[config.mk]
export PLATFORM = sky130hd
export DESIGN_NAME = hazard_pipe_tracker_flat
export DESIGN_NICKNAME = d
export VERILOG_FILES = /design/src/rtl/hazard_pipe_tracker_if.sv /design/src/rtl/hazard_pipe_tracker.sv /design/src/flat_wrapper.sv
export SDC_FILE = /design/constraint.sdc
export NUM_CORES = 1
export LEC_CHECK = 0
export BUFFER_PORTS_ARGS = -buffer_cell sky130_fd_sc_hd__buf_2
export CORE_MARGIN = 5
export CORE_UTILIZATION = 40
export CTS_CLUSTER_SIZE = 10
export DETAILED_ROUTE_END_ITERATION = 12
export PLACE_DENSITY = 0.73
export SETUP_SLACK_MARGIN = 0.02
export SYNTH_ARGS = -nofsm -noshare
export SYNTH_HDL_FRONTEND = slang
export SYNTH_SLANG_ARGS = --single-unit
[constraint.sdc]
create_clock -name clk -period 1.62 [get_ports clk]
set_input_delay 0.081 -clock clk [delete_from_list [all_inputs] [get_ports clk]]
set_output_delay 0.081 -clock clk [all_outputs]
set_load 0.02 [all_outputs]
[src/rtl/hazard_pipe_tracker_if.sv]
// Hazard-tracker bundle: D-stage instruction metadata in, E/M/W hazard state, stall and stall count out.
// master = decode/forwarding side driving D fields; slave = the tracker itself.
interface hazard_pipe_tracker_if #(
   parameter int REG_AW = 5,
   parameter int TNEW_W = 2
);
   logic [REG_AW-1:0] a1_D;
   logic [REG_AW-1:0] a2_D;
   logic [REG_AW-1:0] a3_D;
   logic              regwrite_D;
   logic [TNEW_W-1:0] tnew_D;
   logic [TNEW_W-1:0] tuse_rs_D;
   logic [TNEW_W-1:0] tuse_rt_D;
   logic [2:0]        grfwdm_sel_D;
   logic              flush_E;

   logic              stall;
   logic [REG_AW-1:0] a1_E;
   logic [REG_AW-1:0] a2_E;
   logic [REG_AW-1:0] a3_E;
   logic [REG_AW-1:0] a2_M;
   logic [REG_AW-1:0] a3_M;
   logic [REG_AW-1:0] a3_W;
   logic [TNEW_W-1:0] tnew_E;
   logic [TNEW_W-1:0] tnew_M;
   logic              regwrite_E;
   logic              regwrite_M;
   logic              regwrite_W;
   logic [2:0]        grfwdm_sel_M;
   logic [31:0]       stall_cnt;

   modport master (
      output a1_D, a2_D, a3_D, regwrite_D, tnew_D, tuse_rs_D, tuse_rt_D, grfwdm_sel_D, flush_E,
      input  stall, a1_E, a2_E, a3_E, a2_M, a3_M, a3_W, tnew_E, tnew_M,
             regwrite_E, regwrite_M, regwrite_W, grfwdm_sel_M, stall_cnt
   );

   modport slave (
      input  a1_D, a2_D, a3_D, regwrite_D, tnew_D, tuse_rs_D, tuse_rt_D, grfwdm_sel_D, flush_E,
      output stall, a1_E, a2_E, a3_E, a2_M, a3_M, a3_W, tnew_E, tnew_M,
             regwrite_E, regwrite_M, regwrite_W, grfwdm_sel_M, stall_cnt
   );
endinterface

[src/rtl/hazard_pipe_tracker.sv]
// Carries hazard metadata D->E->M->W (1/2/3 cycle latency) and raises a combinational D-stage stall.
// Stall bubbles E while M/W always advance; optional stall counter under HAZARD_STATS_EN.
module hazard_pipe_tracker #(
   parameter int REG_AW = 5,
   parameter int TNEW_W = 2
) (
   input  logic                 clk,
   input  logic                 reset,
   hazard_pipe_tracker_if.slave hp
);
   localparam logic [TNEW_W-1:0] TUSE_NONE = '1;

   logic [REG_AW-1:0] a1_e_q, a1_e_d, a2_e_q, a2_e_d, a3_e_q, a3_e_d;
   logic [REG_AW-1:0] a2_m_q, a2_m_d, a3_m_q, a3_m_d, a3_w_q, a3_w_d;
   logic [TNEW_W-1:0] tnew_e_q, tnew_e_d, tnew_m_q, tnew_m_d;
   logic              regwrite_e_q, regwrite_e_d, regwrite_m_q, regwrite_m_d;
   logic              regwrite_w_q, regwrite_w_d;
   logic [2:0]        sel_e_q, sel_e_d, sel_m_q, sel_m_d;
   logic              stall;

   // A source hazards only if its producer still needs more cycles than the consumer can wait.
   function automatic logic src_hit(input logic [REG_AW-1:0] a, input logic [TNEW_W-1:0] tuse);
      logic hit_e, hit_m;
      hit_e = (a == a3_e_q) && regwrite_e_q && (tuse < tnew_e_q);
      hit_m = (a == a3_m_q) && regwrite_m_q && (tuse < tnew_m_q);
      return (a != '0) && (tuse != TUSE_NONE) && (hit_e || hit_m);
   endfunction

   always_comb begin
      stall = src_hit(hp.a1_D, hp.tuse_rs_D) | src_hit(hp.a2_D, hp.tuse_rt_D);
   end

   always_comb begin
      a1_e_d       = hp.a1_D;
      a2_e_d       = hp.a2_D;
      a3_e_d       = hp.a3_D;
      regwrite_e_d = hp.regwrite_D;
      tnew_e_d     = hp.tnew_D;
      sel_e_d      = hp.grfwdm_sel_D;
      if (stall || hp.flush_E) begin
         a1_e_d       = '0;
         a2_e_d       = '0;
         a3_e_d       = '0;
         regwrite_e_d = 1'b0;
         tnew_e_d     = '0;
         sel_e_d      = '0;
      end
      a2_m_d       = a2_e_q;
      a3_m_d       = a3_e_q;
      regwrite_m_d = regwrite_e_q;
      sel_m_d      = sel_e_q;
      tnew_m_d     = (tnew_e_q == '0) ? '0 : tnew_e_q - 1'b1;
      a3_w_d       = a3_m_q;
      regwrite_w_d = regwrite_m_q;
   end

   always_ff @(posedge clk) begin
      if (reset) begin
         a1_e_q       <= '0;
         a2_e_q       <= '0;
         a3_e_q       <= '0;
         regwrite_e_q <= 1'b0;
         tnew_e_q     <= '0;
         sel_e_q      <= '0;
         a2_m_q       <= '0;
         a3_m_q       <= '0;
         regwrite_m_q <= 1'b0;
         tnew_m_q     <= '0;
         sel_m_q      <= '0;
         a3_w_q       <= '0;
         regwrite_w_q <= 1'b0;
      end else begin
         a1_e_q       <= a1_e_d;
         a2_e_q       <= a2_e_d;
         a3_e_q       <= a3_e_d;
         regwrite_e_q <= regwrite_e_d;
         tnew_e_q     <= tnew_e_d;
         sel_e_q      <= sel_e_d;
         a2_m_q       <= a2_m_d;
         a3_m_q       <= a3_m_d;
         regwrite_m_q <= regwrite_m_d;
         tnew_m_q     <= tnew_m_d;
         sel_m_q      <= sel_m_d;
         a3_w_q       <= a3_w_d;
         regwrite_w_q <= regwrite_w_d;
      end
   end

`ifdef HAZARD_STATS_EN
   logic [31:0] stall_cnt_q, stall_cnt_d;

   always_comb begin
      stall_cnt_d = stall_cnt_q;
      if (stall && (stall_cnt_q != 32'hFFFF_FFFF)) begin
         stall_cnt_d = stall_cnt_q + 32'd1;
      end
   end

   always_ff @(posedge clk) begin
      if (reset) begin
         stall_cnt_q <= 32'h0;
      end else begin
         stall_cnt_q <= stall_cnt_d;
      end
   end

   assign hp.stall_cnt = stall_cnt_q;
`else
   assign hp.stall_cnt = 32'h0;
`endif

   assign hp.stall        = stall;
   assign hp.a1_E         = a1_e_q;
   assign hp.a2_E         = a2_e_q;
   assign hp.a3_E         = a3_e_q;
   assign hp.regwrite_E   = regwrite_e_q;
   assign hp.tnew_E       = tnew_e_q;
   assign hp.a2_M         = a2_m_q;
   assign hp.a3_M         = a3_m_q;
   assign hp.regwrite_M   = regwrite_m_q;
   assign hp.tnew_M       = tnew_m_q;
   assign hp.grfwdm_sel_M = sel_m_q;
   assign hp.a3_W         = a3_w_q;
   assign hp.regwrite_W   = regwrite_w_q;
endmodule

[src/flat_wrapper.sv]
// flat-port wrapper written by rule: the top's interface ports become plain ports
module hazard_pipe_tracker_flat 
#(
   parameter int REG_AW = 5,
   parameter int TNEW_W = 2
)
  (clk, reset, hp_a1_D, hp_a2_D, hp_a3_D, hp_regwrite_D, hp_tnew_D, hp_tuse_rs_D, hp_tuse_rt_D, hp_grfwdm_sel_D, hp_flush_E, hp_stall, hp_a1_E, hp_a2_E, hp_a3_E, hp_a2_M, hp_a3_M, hp_a3_W, hp_tnew_E, hp_tnew_M, hp_regwrite_E, hp_regwrite_M, hp_regwrite_W, hp_grfwdm_sel_M, hp_stall_cnt);
  hazard_pipe_tracker_if #(.REG_AW(REG_AW), .TNEW_W(TNEW_W)) hp_i ();
  input  logic clk;
  input  logic reset;
  input wire logic [$bits(hp_i.a1_D)-1:0] hp_a1_D;
  input wire logic [$bits(hp_i.a2_D)-1:0] hp_a2_D;
  input wire logic [$bits(hp_i.a3_D)-1:0] hp_a3_D;
  input wire logic [$bits(hp_i.regwrite_D)-1:0] hp_regwrite_D;
  input wire logic [$bits(hp_i.tnew_D)-1:0] hp_tnew_D;
  input wire logic [$bits(hp_i.tuse_rs_D)-1:0] hp_tuse_rs_D;
  input wire logic [$bits(hp_i.tuse_rt_D)-1:0] hp_tuse_rt_D;
  input wire logic [$bits(hp_i.grfwdm_sel_D)-1:0] hp_grfwdm_sel_D;
  input wire logic [$bits(hp_i.flush_E)-1:0] hp_flush_E;
  output wire logic [$bits(hp_i.stall)-1:0] hp_stall;
  output wire logic [$bits(hp_i.a1_E)-1:0] hp_a1_E;
  output wire logic [$bits(hp_i.a2_E)-1:0] hp_a2_E;
  output wire logic [$bits(hp_i.a3_E)-1:0] hp_a3_E;
  output wire logic [$bits(hp_i.a2_M)-1:0] hp_a2_M;
  output wire logic [$bits(hp_i.a3_M)-1:0] hp_a3_M;
  output wire logic [$bits(hp_i.a3_W)-1:0] hp_a3_W;
  output wire logic [$bits(hp_i.tnew_E)-1:0] hp_tnew_E;
  output wire logic [$bits(hp_i.tnew_M)-1:0] hp_tnew_M;
  output wire logic [$bits(hp_i.regwrite_E)-1:0] hp_regwrite_E;
  output wire logic [$bits(hp_i.regwrite_M)-1:0] hp_regwrite_M;
  output wire logic [$bits(hp_i.regwrite_W)-1:0] hp_regwrite_W;
  output wire logic [$bits(hp_i.grfwdm_sel_M)-1:0] hp_grfwdm_sel_M;
  output wire logic [$bits(hp_i.stall_cnt)-1:0] hp_stall_cnt;
  assign hp_i.a1_D = hp_a1_D;
  assign hp_i.a2_D = hp_a2_D;
  assign hp_i.a3_D = hp_a3_D;
  assign hp_i.regwrite_D = hp_regwrite_D;
  assign hp_i.tnew_D = hp_tnew_D;
  assign hp_i.tuse_rs_D = hp_tuse_rs_D;
  assign hp_i.tuse_rt_D = hp_tuse_rt_D;
  assign hp_i.grfwdm_sel_D = hp_grfwdm_sel_D;
  assign hp_i.flush_E = hp_flush_E;
  assign hp_stall = hp_i.stall;
  assign hp_a1_E = hp_i.a1_E;
  assign hp_a2_E = hp_i.a2_E;
  assign hp_a3_E = hp_i.a3_E;
  assign hp_a2_M = hp_i.a2_M;
  assign hp_a3_M = hp_i.a3_M;
  assign hp_a3_W = hp_i.a3_W;
  assign hp_tnew_E = hp_i.tnew_E;
  assign hp_tnew_M = hp_i.tnew_M;
  assign hp_regwrite_E = hp_i.regwrite_E;
  assign hp_regwrite_M = hp_i.regwrite_M;
  assign hp_regwrite_W = hp_i.regwrite_W;
  assign hp_grfwdm_sel_M = hp_i.grfwdm_sel_M;
  assign hp_stall_cnt = hp_i.stall_cnt;
  hazard_pipe_tracker #(.REG_AW(REG_AW), .TNEW_W(TNEW_W)) u_core (.clk(clk), .reset(reset), .hp(hp_i));
endmodule
==> metrics.md <==
| Metric | Value |
|---|---|
| Placed cell area | `2185 um^2` |
| Hold crit path type | `input pin to flip-flop` |
| Die Ht | `between 70 and 80 um` |
| Site Rows | `24` |
| Post-synthesis sequential area ratio | `46.46%` |
| TritonRoute pass-1 iters | `4` |
| Critical Setup Path Class | `flip-flop to primary output` |
| Initial core utilization | `41.98%` |
| Clock transition at path regs | `approximately 80 ps` |
| Largest net degree at the start of global routing | `23` |
| Total die area | `6093 um^2` |
| Post-synth EDFFs | `0` |
| Antenna cell count | `0` |
| Post-DP HPWL | `3362 um` |
| First-pass GRT wire length | `6906 um` |
| Synth warn | `0` |
| Final Util | `between 50% and 60%` |
| Slowest cell on crit path | `dfxtp_4` |
| CTS buffer count | `5` |
| RSZ-0062 raised after global routing | `yes` |
| Required time worst endpoint | `1540 ps` |
| CTS tree | `done` |
| Final Cycle Share | `117.5%` |
| Crit path DAT | `1820 ps` |
| Worst-path maximum fanout | `2` |
| Total gr overflow | `0` |
| Power per cell area | `875.5 nW/um^2` |
| Worst vdd ir | `0.3591 mV` |
| Worst Hold Launch | `hp_a3_D[3]` |
| Cell leakage power | `1.274 nW` |
| Initial antenna violation count | `0` |
| Fin Hold WS | `7.007 ps` |
| Mapped Cells | `180` |
| Clock Root Buffer | `clkbuf_8` |
| Residual DRC | `0` |
| Crit path capture type | `primary output` |
| Area Growth Syn to Fin | `33.09%` |
| Post-route cell area | `2466 um^2` |
| Post-synthesis cell type count | `24` |
| Vias per std cell | `between 4 and 5` |
| Die Span X | `just under 80 um` |
| Final Hold Fails | `0` |
| Flops & latches, synth | `43` |
| Clock Path Buffers | `2` |
| Status | `finished, violations left` |
| Final Setup Violations | `22` |
| Initial DRC count | `37` |
| CTS Sinks | `43` |
| Startpoint Class | `flip-flop` |
| I/O pins | `a little over 100` |
| R2R Setup Slk | `-210 ps` |
| # Max-Cap Violations | `0` |
| H-tree depth | `2` |
| R2R Path Start | `u_core.hp.tnew_M[1]` |
| Crit path cell chain | `inv_4 > ha_4 > or2b_1 > nor4_2 > a22oi_2 > o22a_2 > inv_1 > buf_6` |
| RR Endpoint | `u_core.sel_e_q[2]` |
| Layout cells sized above 1 | `43.23%` |
| Hold Path End | `u_core.hp.a3_E[3]` |
| Worst Reg2Reg Path Length in Cells | `9` |
| Fmax | `525.3 MHz` |
| Syn Area/Cell | `between 10 and 15 um^2` |
| Antenna-violating nets left | `0` |
| Core region area | `around 4400 um^2` |
| Final clock skew | `8.201 ps` |
| Final net count | `roughly 300` |
| Pins over their slew limit | `0` |
| Failing checks | `negative setup slack` |
| IO buf count | `68` |
| Post-Route WL | `4467 um` |
| Worst rel slew slack | `64.89%` |
| Cells on Worst Hold Path | `2` |
| Post-synth ARST share | `0%` |
| Tmin final | `1904 ps` |
| Worst-margin pin slew | `~520 ps` |
| Tot GR Track Use | `14.39%` |
| Largest delay share family, worst path | `simple AND/OR/NAND/NOR gates` |
| Crit path buffers/inverters | `3` |
| Placer Congestion | `around 0.88` |
| Dominant synthesized flop cell | `dfxtp_1` |
| WL/cell | `14.05 um` |
| Synthesized area | `1853 um^2` |
| Routed vias | `1400` |
| Worst skew pair latency | `approximately 300 ps` |
| Vias in the first global route | `roughly 1400` |
| Max incr delay on CP | `360 ps` |
| Final worst slack | `-283.6 ps` |
[Yosys cell counts (2+ instances only)]
library cell,n,area [um^2]
nor2b_1,20,125.1
or2b_1,2,15.01
o21ai_1,2,10.01
a22oi_1,2,15.01
nor4_1,2,12.51
and3_1,20,125.1
nor3_1,2,10.01
a211oi_1,4,30.03
buf_4,32,240.2
dfxtp_1,43,860.8
xor2_1,20,175.2
inv_1,4,15.01
clkbuf_1,4,15.01
or4_1,2,15.01
nand2b_1,6,37.54
buf_6,2,22.52
ha_1,5,62.56
nand2_1,2,7.510
[logic make-up after synthesis]
group	after synthesis	synth area share, %
simple gates	60	21.20
flops	43	46.46
buf+inv	42	15.80
xor+xnor	20	9.453
compound gates	9	3.511
fa+ha+maj	5	3.376
other cells	1	0.2024
[placed cells by master, fill, tap and decap left out, drive strengths merged]
cell          n
nor4          4
a22oi         2
clkinv        1
ha            5
dlygate4sd3   3
xor2         20
o22a          2
buf          81
or4           2
nor2b        20
nand2b        6
inv           5
conb         32
or2b          2
clkbuf        6
nor2          1
nor3          2
o21ai         2
and3         21
a211oi        4
dfxtp        43
nand2         2
[flip-flops by register name (all words and copies together) (netlist names)]
name	count
u_core.hp.regwrite_M	1
u_core.hp.regwrite_W	1
u_core.hp.a3_W	5
u_core.sel_e_q	3
u_core.hp.a2_M	5
u_core.hp.a1_E	5
u_core.hp.a3_E	5
u_core.hp.regwrite_E	1
u_core.hp.a3_M	5
u_core.hp.tnew_E	2
u_core.hp.tnew_M	2
u_core.hp.a2_E	5
u_core.hp.grfwdm_sel_M	3
[worst reg2reg max path, delay by kind of cell, from the launching register on]
kind | cells | cell delay, ps
AOI/OAI and AO/OA | 2 | 400
and+or+nand+nor | 3 | 550
buffers and inverters | 3 | 290
adders and majority gates | 1 | 130
DFF | 1 | 360
[what timing repair did]
item | in CTS | in global routing
resized for setup | 8 | 17
cloned | 2 | 0
hold buffers | 2 | 1
setup endpoints to repair | 22 | 22
setup buffers | 3 | 0
pin swaps | 1 | 2
endpoints found under the hold margin | 2 | 1
[power by group]
| part | leakage [nW] | switching [mW] | internal [mW] |
|---|---|---|---|
| clock | 0.0516 | 0.360 | 0.348 |
| sequential | 0.353 | 0.0208 | 1.09 |
| combinational | 0.870 | 0.218 | 0.124 |
| total | 1.27 | 0.598 | 1.56 |
[metrics by stage]
step	instances	TNS, ps	setup slack (ps)	power (mW)
final	318	-4000	-283.6	2.159
after global routing	318	-5621	-380.9	2.262
after CTS	317	-4194	-282.4	2.155
after detailed placement	302	-2429	-157.5	1.445
after global placement	302	-2519	-158.3	1.445
after floorplan	211	0	0.5136	1.387
[layer usage]
layer  global-route usage [%]  up-vias  routed length, um
met4                    5.405        0                 58
met2                    22.60       69               2145
li1                         -      697                  -
met1                    17.72      627               1808
met5                        0        -                  0
met3                    5.721        7                455
[layout make-up]
type	instances	area [um^2]
Clock buffer	6	82.58
Clock inverter	2	13.76
Fill cell	416	1948
Inverter	4	17.52
Multi-Input combinational cell	127	933.4
Sequential cell	43	868.3
Tap cell	52	65.06
Timing Repair Buffer	84	485.5
[worst max path at each step]
stage	slack (ps)	from	end	depth (start not counted)
floorplan	0.5	u_core.hp.tnew_M[1]	u_core.hp.a1_E[4]	8
global placement	-160	u_core.hp.tnew_M[1]	u_core.sel_e_q[0]	7
detailed placement	-160	u_core.hp.tnew_M[1]	u_core.sel_e_q[0]	7
CTS	-280	u_core.hp.tnew_M[1]	hp_stall	8
global route	-380	u_core.hp.tnew_M[1]	hp_stall	8
finish	-280	u_core.hp.tnew_M[1]	hp_stall	8
No activity file was read; power rests on OpenSTA's default activity.
